## src/rtl/key_schedule_fsm.sv

```systemverilog
// key_schedule_fsm: sequential AES-128 key expansion, one round key per request via an external subWord stage
module key_schedule_fsm #(
  parameter int NR       = 10,
  parameter int SBOX_LAT = 1
) (
  input  logic         clk,
  input  logic         reset,
  input  logic         start,
  input  logic [127:0] key,
  input  logic         next,
  output logic [31:0]  sw_a,
  input  logic [31:0]  sw_y,
  output logic [127:0] round_key,
  output logic [3:0]   round,
  output logic         key_valid,
  output logic         done
);
  typedef enum logic [1:0] {IDLE, HOLD, SUB, EXP} state_t;
  localparam logic [0:15][7:0] RCON = {8'h00, 8'h01, 8'h02, 8'h04, 8'h08, 8'h10, 8'h20, 8'h40,
                                       8'h80, 8'h1b, 8'h36, 8'h00, 8'h00, 8'h00, 8'h00, 8'h00};
  state_t       r_state;
  logic [127:0] r_key;
  logic [3:0]   r_round;
  logic         r_valid;
  logic         r_done;
  logic [1:0]   r_cnt;
  logic [3:0]   w_round_nx;
  logic [31:0]  w_t, w_w0, w_w1, w_w2, w_w3;
  assign sw_a       = {r_key[23:0], r_key[31:24]};
  assign w_round_nx = r_round + 4'd1;
  assign w_t        = sw_y ^ {RCON[w_round_nx], 24'h0};
  assign w_w0       = r_key[127:96] ^ w_t;
  assign w_w1       = r_key[95:64] ^ w_w0;
  assign w_w2       = r_key[63:32] ^ w_w1;
  assign w_w3       = r_key[31:0] ^ w_w2;
  assign round_key  = r_key;
  assign round      = r_round;
  assign key_valid  = r_valid;
  assign done       = r_done;
  // start overrides every state, so an in-flight expansion is simply discarded
  always_ff @(posedge clk) begin
    if (reset) begin
      r_state <= IDLE;
      r_key   <= '0;
      r_round <= '0;
      r_valid <= 1'b0;
      r_done  <= 1'b0;
      r_cnt   <= '0;
    end else if (start) begin
      r_state <= HOLD;
      r_key   <= key;
      r_round <= '0;
      r_valid <= 1'b1;
      r_done  <= 1'b0;
      r_cnt   <= '0;
    end else begin
      case (r_state)
        IDLE: r_valid <= 1'b0;
        HOLD: if (next && r_round < 4'(NR)) begin
          r_state <= SUB;
          r_valid <= 1'b0;
          r_done  <= 1'b0;
          r_cnt   <= '0;
        end
        SUB: begin
          r_state <= (r_cnt == 2'(SBOX_LAT - 1)) ? EXP : SUB;
          r_cnt   <= r_cnt + 2'd1;
        end
        EXP: begin
          r_state <= HOLD;
          r_key   <= {w_w0, w_w1, w_w2, w_w3};
          r_round <= w_round_nx;
          r_valid <= 1'b1;
          r_done  <= (w_round_nx == 4'(NR));
        end
      endcase
    end
  end
endmodule

```

## config.mk

```make
export PLATFORM = sky130hd
export DESIGN_NAME = key_schedule_fsm
export DESIGN_NICKNAME = d
export VERILOG_FILES = /design/src/rtl/key_schedule_fsm.sv
export SDC_FILE = /design/constraint.sdc
export NUM_CORES = 1
export LEC_CHECK = 0
export BUFFER_PORTS_ARGS = -buffer_cell sky130_fd_sc_hd__buf_4
export CORE_MARGIN = 2
export CORE_UTILIZATION = 49
export DETAILED_ROUTE_END_ITERATION = 12
export PLACE_DENSITY_LB_ADDON = 0.25
export SYNTH_ARGS = -nofsm -noshare
export SYNTH_HDL_FRONTEND = slang
export SYNTH_SLANG_ARGS = --single-unit
```

## constraint.sdc

```tcl
create_clock -name clk -period 2.8 [get_ports clk]
set_clock_uncertainty 0.15 [all_clocks]
set_input_delay 0.56 -clock clk [delete_from_list [all_inputs] [get_ports clk]]
set_output_delay 0.56 -clock clk [all_outputs]
set_load 0.01 [all_outputs]
```

==> flow_metrics.env, run 1 <==
export IMPL_io_pins=330
export IMPL_synthTopCellsByCount="196 x nand2_1, 138 x dfxtp_1, 134 x nor2_1, 115 x a21oi_1, 106 x xnor2_1"
export IMPL_dr_first_iter_drc_count=355
export IMPL_dieWidth_um=133.0
export IMPL_viasPerCell=5.098
export IMPL_grt_max_degree=87
export IMPL_met1Wirelength_mm=9.749
export IMPL_fp_coreArea_um2=16410
export IMPL_cts_sinks=138
export IMPL_grt_overflow_total=0
export IMPL_worst_pin_slew_ns=0.5947
export IMPL_finalSetupTns_ns=0
export IMPL_post_place_ws_ns=0.2352
export IMPL_worst_path_buf_inv=1
export IMPL_maxSlewHeadroom_pct=60.36
export IMPL_async_reset_ff_share_pct=0
export IMPL_yosysTopAreaCellShare_pct=33.87
export IMPL_die_y_um=133.0
export IMPL_grt_usage_pct=26.39
export IMPL_avgRoutedWirePerCell_um=15.45
export IMPL_grt_pass1_vias=7383
export IMPL_port_buffers=329
export IMPL_final_hold_viol_count=0
export IMPL_syn_to_final_growth_pct=37.39
export IMPL_place_inst=1524
export IMPL_gp_congestion=0.8489
export IMPL_yosys_warnings=0
export IMPL_worst_ir_drop_vdd_v=0.0004196
export IMPL_synth_ff_type="dfxtp_1"
export IMPL_maxSlewViolCount=0
export IMPL_diodes=0
export IMPL_cts_tree="built"
export IMPL_finalPower_uw=5768
export IMPL_period_minus_slack_ns=2.584
export IMPL_seq_area_frac_synth_pct=33.87
export IMPL_ant_nets=0
export IMPL_ys_types=54
export IMPL_first_pass_iters=4
export IMPL_antenna_found_initial=0
export IMPL_powerDensity_nw_per_um2=514.6
export IMPL_status="finished clean"
export IMPL_rsz0062_at_grt="no"
export IMPL_fmax_mhz=386.9
export IMPL_routed_top_layer="met4"
export IMPL_htreeDepth=4
export IMPL_num_vias=7927
export IMPL_synth_fp_nets=1233
export IMPL_layout_drive_gt1_share_pct=29.21
export IMPL_crit_path_max_fanout=11
export IMPL_num_rows=47
export IMPL_clk_latency_ns=0.41
export IMPL_p_leak_uw=0.005128
export IMPL_ys_seq_elements=138
export IMPL_drc=0
export IMPL_fin_crit_sh_pct=92.30
export IMPL_postCtsSetupBuffers=0
export IMPL_crit_required_ns=2.99
export IMPL_start_util_pct=49.72
export IMPL_dp_hpwl_mm=17.16
export IMPL_cts_made_buffers=17
export IMPL_slowest_delay_ns=0.55
export IMPL_cpMostUsedCell="xnor2_1"
export IMPL_drt_total_wl_mm=24.02
export IMPL_root_buffer="clkbuf_16"
export IMPL_wl_met2_mm=12.11
export IMPL_path_cells="buf_4 > and3b_1 > or4b_4 > a31oi_4 > xnor2_1 > xnor2_1 > a2111o_1 > o211ai_1"
export IMPL_synthTopCellsByArea="dfxtp_1 34%, xnor2_1 11%, xor2_1 10%, nand2_1 9.0%, a21oi_1 7.1%"
export IMPL_syn_area_um2=8158
export IMPL_cts_buffer_depth=2
export IMPL_die_area_um2=17700
export IMPL_slowest_stage="or4b_4"
export IMPL_wl_met3_mm=1.738
export IMPL_synth_most_common_cell="nand2_1"
export IMPL_yosysTopAreaCell="dfxtp_1"
export IMPL_nNetsFinal=1498
export IMPL_critPathTopFamily="simple AND/OR/NAND/NOR gates"
export IMPL_syn_inst=1058
export IMPL_clkSlewWorstSetupHoldPaths_ns=0.06
export IMPL_critPathArrivalTime_ns=2.77
export IMPL_drv_cap=0
export IMPL_final_cells=1555
export IMPL_start_kind="flop"
export IMPL_setup_violations=0
export IMPL_end_kind="flop"
export IMPL_worstSetupPathType="reg2reg"
export IMPL_hold_path_class="in2reg"
export IMPL_grt_pass1_wl_mm=37.71
export IMPL_syn_area_per_cell_um2=7.711
export IMPL_fin_ws_ns=0.2156
export IMPL_synth_edff_count=0
[power breakdown]
group / switching [uW] / internal (uW)
Sequential: 144 / 2090
Combinational: 601 / 679
Clock: 876 / 1370
Total: 1620 / 4150
[sequential cells by signal, indices dropped and copies added (netlist names)]
name,flops
round_key,128
round,4
r_cnt,2
r_state,2
done,1
key_valid,1
[layout by cell type, fill, tap and decap left out, types with 4 or more instances in the layout]
cell       Yosys  routed
inv_1         21      19
nand3_1        5       5
o21ai_0       34      34
nor2_1       134     134
clkinv_2       0       5
mux2i_1        5       5
buf_4         33     341
dfxtp_1      138     138
nor3_1         9       9
o21a_1         5       5
xnor2_1      106     106
nand2b_1       5       5
clkbuf_16      0      17
xor2_1        96      96
buf_12         0       6
xor3_1         4       4
a21oi_1      115     115
a211oi_1      22      22
nand2_1      196     196
ha_1          11       9
[final cells by class]
| type | count | area (um2) |
|---|---|---|
| Inverter | 21 | 80.08 |
| Sequential cell | 138 | 2763 |
| Clock inverter | 11 | 120.1 |
| Tap cell | 220 | 275.3 |
| Multi-Input combinational cell | 798 | 4823 |
| Fill cell | 1411 | 5199 |
| Clock buffer | 20 | 466.7 |
| Timing Repair Buffer | 347 | 2680 |
[metal layers]
metal,up-vias,global-route usage (%)
met3,29,6.667
met1,3700,31.84
li1,3936,-
met2,262,46.49
met4,0,7.467
met5,-,0
[final timing paths]
kind | start | to | slack [ns] | depth (start not counted)
worst min-delay path | key[99] | round_key[99] | 0.22 | 3
worst max register to register | round[1] | round_key[91] | 0.22 | 8
worst max-delay path | round[1] | round_key[91] | 0.22 | 8
worst min register to register | done | done | 0.33 | 2
[cells by family after synthesis]
group	after synthesis	share of synthesized area, %
compound gates	207	14.95
xor+xnor	209	23.68
fa+ha+maj	11	1.687
buf+inv	122	7.193
flops	138	33.87
mux	6	0.7515
simple gates	365	17.87
[tightest hold or removal path, delay by kind of cell]
kind	cells	cell delay, ns
AOI/OAI and AO/OA	1	0.05
buffers and inverters	1	0.08
and+or+nand+nor	1	0.07
[metrics by stage]
stage	util, %	hold slack (ns)	instance area [um2]
floorplan	-	0.3024	8158
global placement	64.72	0.3156	10620
detailed placement	64.72	0.3243	10620
CTS	68.30	0.2048	11210
global route	68.31	0.2174	11210
finish	68.31	0.2193	11210
[what timing repair did]
action / CTS / global route
hold endpoints to repair: 0 / 0
gates resized for setup: 0 / 1
hold buffers: 0 / 0
endpoints found under the setup margin: 0 / 1
No activity file was read; power rests on OpenSTA's default activity.
==> run 2, diff against run 1 <==
- CORE_UTILIZATION: 49 -> 52
- clock period: 2.8 -> 3.1 ns (I/O delays scaled with it)
==> run 2 against run 1 <==
  * Power is 7.9% lower
  * Register-to-register slack better by 0.08 ns
  * Largest power group unchanged
  * Routed wire length rose by 1.8%
  * Clock power fell by 5%
  * Clock-buffer cell count up 2
  * Via count increased by 0.30%
  * First-iteration DRC count rose by 52%
  * Worst setup slack improved by 0.084 ns
  * Core utilization is 4.8 points higher
  * Global-route usage is 2.0 points higher
  * Highest routed layer unchanged
  * Design area fell by 0.45%
==> flow_metrics.env, run 2 (synthesized netlist as in run 1, its figures left out) <==
export IMPL_first_pass_iters=5
export IMPL_io_pins=330
export IMPL_power_frac_comb_pct=21.8
export IMPL_critPathTopFamily="compound AO/OA/AOI/OAI gates"
export IMPL_fp_coreArea_um2=15260
export IMPL_seqPwrFrac_pct=38.1
export IMPL_viasPerCell=5.166
export IMPL_maxSlewViolCount=0
export IMPL_grt_pass1_vias=7368
export IMPL_slowest_stage="dfxtp_1"
export IMPL_critPathArrivalTime_ns=2.99
export IMPL_postCtsSetupBuffers=0
export IMPL_diodes=0
export IMPL_cts_sinks=138
export IMPL_grt_util_met2_pct=50.09
export IMPL_clkSlewWorstSetupHoldPaths_ns=0.06
export IMPL_largest_register_ffs=128
export IMPL_period_minus_slack_ns=2.800
export IMPL_final_hold_viol_count=0
export IMPL_finalPower_uw=5311
export IMPL_clk_latency_ns=0.42
export IMPL_worst_path_buf_inv=0
export IMPL_die_y_um=129.3
export IMPL_avgRoutedWirePerCell_um=15.90
export IMPL_switchingPower_uw=1431
export IMPL_fin_crit_sh_pct=90.33
export IMPL_layout_drive_gt1_share_pct=28.61
export IMPL_status="finished clean"
export IMPL_syn_to_final_growth_pct=36.78
export IMPL_finalSetupTns_ns=0
export IMPL_cts_tree="built"
export IMPL_dieWidth_um=129.3
export IMPL_num_vias=7951
export IMPL_setup_violations=0
export IMPL_die_area_um2=16710
export IMPL_cts_buffer_depth=2
export IMPL_holdBufCountCts=0
export IMPL_worst_ir_drop_vdd_v=0.0003939
export IMPL_ff_latch_area_um2=2763
export IMPL_port_buffers=329
export IMPL_maxSlewHeadroom_pct=45.19
export IMPL_dr_first_iter_drc_count=540
export IMPL_worstSetupPathType="reg2reg"
export IMPL_gr_usage_met1_pct=33.08
export IMPL_fillCellCount=1225
export IMPL_cts_made_buffers=17
export IMPL_grt_use_met3_pct=7.391
export IMPL_crit_required_ns=3.29
export IMPL_final_cell_mix="337 x buf_4, 196 x nand2_1, 138 x dfxtp_1"
export IMPL_fmax_mhz=357.1
export IMPL_drt_total_wl_mm=24.47
export IMPL_start_util_pct=53.46
export IMPL_start_kind="flop"
export IMPL_grt_pass1_wl_mm=37.29
export IMPL_grt_max_degree=80
export IMPL_p_leak_uw=0.005101
export IMPL_root_buffer="clkbuf_16"
export IMPL_multi_input_comb_area_um2=4833
export IMPL_cpMostUsedCell="xnor2_1"
export IMPL_clock_power_share_pct=40.2
export IMPL_nNetsFinal=1492
export IMPL_worst_pin_slew_ns=0.8222
export IMPL_drv_cap=0
export IMPL_hold_path_class="in2reg"
export IMPL_final_common_cell="buf_4"
export IMPL_num_rows=45
export IMPL_cts_resized_gates=0
export IMPL_grt_busiest_layer="met2"
export IMPL_dp_hpwl_mm=17.75
export IMPL_crit_path_max_fanout=12
export IMPL_slowest_delay_ns=0.57
export IMPL_antenna_found_initial=0
export IMPL_gp_congestion=0.8351
export IMPL_ant_nets=0
export IMPL_grt_usage_pct=28.41
export IMPL_grt_overflow_total=0
export IMPL_rsz0062_at_grt="no"
export IMPL_switching_share_pct=26.94
export IMPL_powerDensity_nw_per_um2=475.9
export IMPL_p_int_uw=3880
export IMPL_end_kind="flop"
export IMPL_path_cells="ha_1 > or4b_4 > a31oi_4 > xnor2_1 > xnor2_1 > a2111o_1 > o211ai_1"
export IMPL_drc=0
export IMPL_htreeDepth=4
-- run 2: changes by cell type in the layout (fill, tap and decap cells not counted), sizes merged --
| cell | before | now |
|---|---|---|
| clkinv | 6 | 5 |
| bufinv | 2 | 4 |
| clkbuf | 20 | 22 |
| buf | 347 | 341 |
| clkinvlp | 3 | 0 |
| inv | 21 | 20 |
-- run 2: power by group through the flow --
| stage | Clock [uW] | Combinational [uW] | Sequential, uW |
|---|---|---|---|
| 2_1_floorplan | 0 | 637 | 2090 |
| 3_3_place_gp | 0 | 1130 | 2050 |
| 3_5_place_dp | 0 | 1150 | 2060 |
| 4_1_cts | 2160 | 1160 | 2020 |
| 5_1_grt | 2250 | 1260 | 2040 |
| 6_report | 2130 | 1160 | 2020 |
-- run 2: final timing paths --
check | depth (start not counted) | to | from | slack, ns
worst min register to register | 2 | done | done | 0.33
worst min-delay path | 3 | round_key[97] | key[97] | 0.28
worst max register to register | 7 | round_key[91] | round[1] | 0.30
worst max-delay path | 7 | round_key[91] | round[1] | 0.30
-- run 2: per-layer routing --
| layer | vias up | share of wire, % |
|---|---|---|
| met3 | 47 | 7.6 |
| met5 | - | 0 |
| li1 | 3923 | - |
| met1 | 3680 | 39 |
| met4 | 0 | 2.8 |
| met2 | 301 | 51 |
-- run 2: per-stage QoR --
| stage | instances | cell area, um2 | setup slack [ns] | hold WS, ns | util (%) |
|---|---|---|---|---|---|
| after floorplan | 1058 | 8158 | 0.5273 | 0.3024 | - |
| after global placement | 1509 | 10540 | 0.3630 | 0.3085 | 69.06 |
| after detailed placement | 1509 | 10540 | 0.2392 | 0.3088 | 69.06 |
| after CTS | 1539 | 11150 | 0.1678 | 0.2647 | 73.05 |
| after global routing | 1539 | 11160 | 0.06432 | 0.2736 | 73.13 |
| final | 1539 | 11160 | 0.2996 | 0.2810 | 73.13 |
-- run 2: layout make-up --
cell class	instances	area share, %
clock buffers	22	4.160
multi-input cells	798	43.32
inverters	21	0.7176
flip-flops and latches	138	24.76
well taps	211	2.366
clock inverters	8	1.290
repair buffers	341	23.39
-- run 2: worst register-to-register path, cell delays in order, from the launching register on --
cell,delay [ns]
dfxtp_1,0.57
ha_1,0.39
or4b_4,0.52
a31oi_4,0.26
xnor2_1,0.20
xnor2_1,0.14
a2111o_1,0.42
o211ai_1,0.08
==> run 3, diff against run 2 <==
- BUFFER_PORTS_ARGS: -buffer_cell sky130_fd_sc_hd__buf_4 -> not set
- DONT_BUFFER_PORTS: not set -> 1
==> run 3 against run 2 <==
  * Die area is the same
  * Sequential cell count is the same
  * Core utilization shrank 16 points
==> flow_metrics.env, run 3 (synthesized netlist as in run 1, its figures left out) <==
export IMPL_status="finished clean"
export IMPL_start_kind="flop"
export IMPL_avgRoutedWirePerCell_um=17.61
export IMPL_finalPower_uw=4999
export IMPL_hold_path_class="in2reg"
export IMPL_cts_buffer_depth=2
export IMPL_drc=0
export IMPL_cts_sinks=138
export IMPL_clk_latency_ns=0.42
export IMPL_nNetsFinal=1161
export IMPL_placed_cell_area_um2=8028
export IMPL_postCtsSetupBuffers=0
export IMPL_fp_coreArea_um2=15260
export IMPL_clkSlewWorstSetupHoldPaths_ns=0.06
export IMPL_final_cell_area_um2=8686
export IMPL_grt_pass1_vias=6056
export IMPL_port_buffers=0
export IMPL_setup_violations=0
export IMPL_maxSlewHeadroom_pct=52.51
export IMPL_worst_pin_slew_ns=0.7123
export IMPL_cts_resized_gates=0
export IMPL_drv_cap=0
export IMPL_viasPerCell=5.480
export IMPL_p_leak_uw=0.003457
export IMPL_drt_total_wl_mm=21.29
export IMPL_worstSetupPathType="reg2reg"
export IMPL_worst_ir_drop_vdd_v=0.0003496
export IMPL_grt_usage_pct=24.45
export IMPL_dr_first_iter_drc_count=289
export IMPL_fillCellCount=1440
export IMPL_grt_pass1_wl_mm=32.15
export IMPL_die_y_um=129.3
export IMPL_grt_overflow_total=0
export IMPL_fmax_mhz=345.4
export IMPL_die_area_um2=16710
export IMPL_grt_max_degree=153
export IMPL_fin_crit_sh_pct=93.39
export IMPL_io_pins=330
export IMPL_holdBufCountCts=0
export IMPL_rsz0062_at_grt="no"
export IMPL_finalSetupTns_ns=0
export IMPL_final_cell_mix="196 x nand2_1, 138 x dfxtp_1, 134 x nor2_1"
export IMPL_syn_to_final_growth_pct=6.472
export IMPL_gp_congestion=0.8487
export IMPL_final_common_cell="nand2_1"
export IMPL_root_buffer="clkbuf_16"
export IMPL_num_vias=6625
export IMPL_cts_made_buffers=17
export IMPL_first_pass_iters=4
export IMPL_htreeDepth=4
export IMPL_powerDensity_nw_per_um2=575.6
export IMPL_maxSlewViolCount=0
export IMPL_layout_drive_gt1_share_pct=5.115
export IMPL_crit_required_ns=3.24
export IMPL_place_inst=1178
export IMPL_end_kind="flop"
export IMPL_largest_register_ffs=128
export IMPL_hold_slack_ns=0.1358
export IMPL_critPathArrivalTime_ns=3.03
export IMPL_period_minus_slack_ns=2.895
export IMPL_num_rows=45
export IMPL_start_util_pct=53.46
export IMPL_final_hold_viol_count=0
export IMPL_ant_nets=0
export IMPL_dieWidth_um=129.3
export IMPL_crit_path_max_fanout=13
export IMPL_cts_tree="built"
export IMPL_dp_hpwl_mm=14.60
export IMPL_antenna_found_initial=1
export IMPL_final_cells=1209
[run 3: changes by cell type in the layout (fill, tap and decap cells not counted), sizes merged]
cell      delta
clkinv       -2
clkinvlp     +1
diode        +1
inv          +2
clkbuf       -2
bufinv       +1
buf        -331
[run 3: final cells by class]
cell class | count | area, um2 | area share [%]
multi-input combinational | 798 | 4821 | 55.50
sequential | 138 | 2763 | 31.81
clock buffer | 20 | 466.7 | 5.373
tap | 211 | 264.0 | 3.039
clock inverter | 10 | 188.9 | 2.175
timing repair buffer | 10 | 100.1 | 1.152
inverter | 21 | 80.08 | 0.9219
antenna | 1 | 2.502 | 0.02881
[run 3: through the flow]
step,utilization [%],setup slack (ns)
final,56.93,0.2049
after global routing,56.93,0.04774
after CTS,56.91,0.2389
after detailed placement,52.61,0.2817
after global placement,52.61,0.4091
after floorplan,-,0.5273
[run 3: layer usage]
| layer | part of all wire [%] | GRT usage (%) | vias to the layer above |
|---|---|---|---|
| li1 | - | - | 3262 |
| met1 | 41 | 28.44 | 3096 |
| met2 | 49 | 41.52 | 241 |
| met3 | 8.3 | 9.083 | 26 |
| met4 | 1.8 | 8.376 | 0 |
| met5 | 0 | 0 | - |
[run 3: path summary, 6_finish.rpt]
check	slack [ns]	start	cells past startpoint	endpoint
worst min-delay path	0.14	reset	1	round_key[95]
worst max-delay path	0.20	round[0]	8	round_key[31]
worst max register to register	0.20	round[0]	8	round_key[31]
worst min register to register	0.34	r_cnt[0]	2	r_cnt[0]
[run 3: worst max-delay path, stage by stage, from the launching register on]
cell       delay (ns)
dfxtp_1          0.48
ha_1             0.48
and2_1           0.35
a21o_1           0.18
a22o_1           0.15
nand2_1          0.10
xor3_1           0.38
and4_1           0.20
a2111oi_0        0.29
[run 3: report_power, final]
group | internal, uW | switching [uW] | leakage, uW
Combinational | 319 | 302 | 0.00200
Sequential | 1890 | 221 | 0.00114
Clock | 1490 | 777 | 0.000319
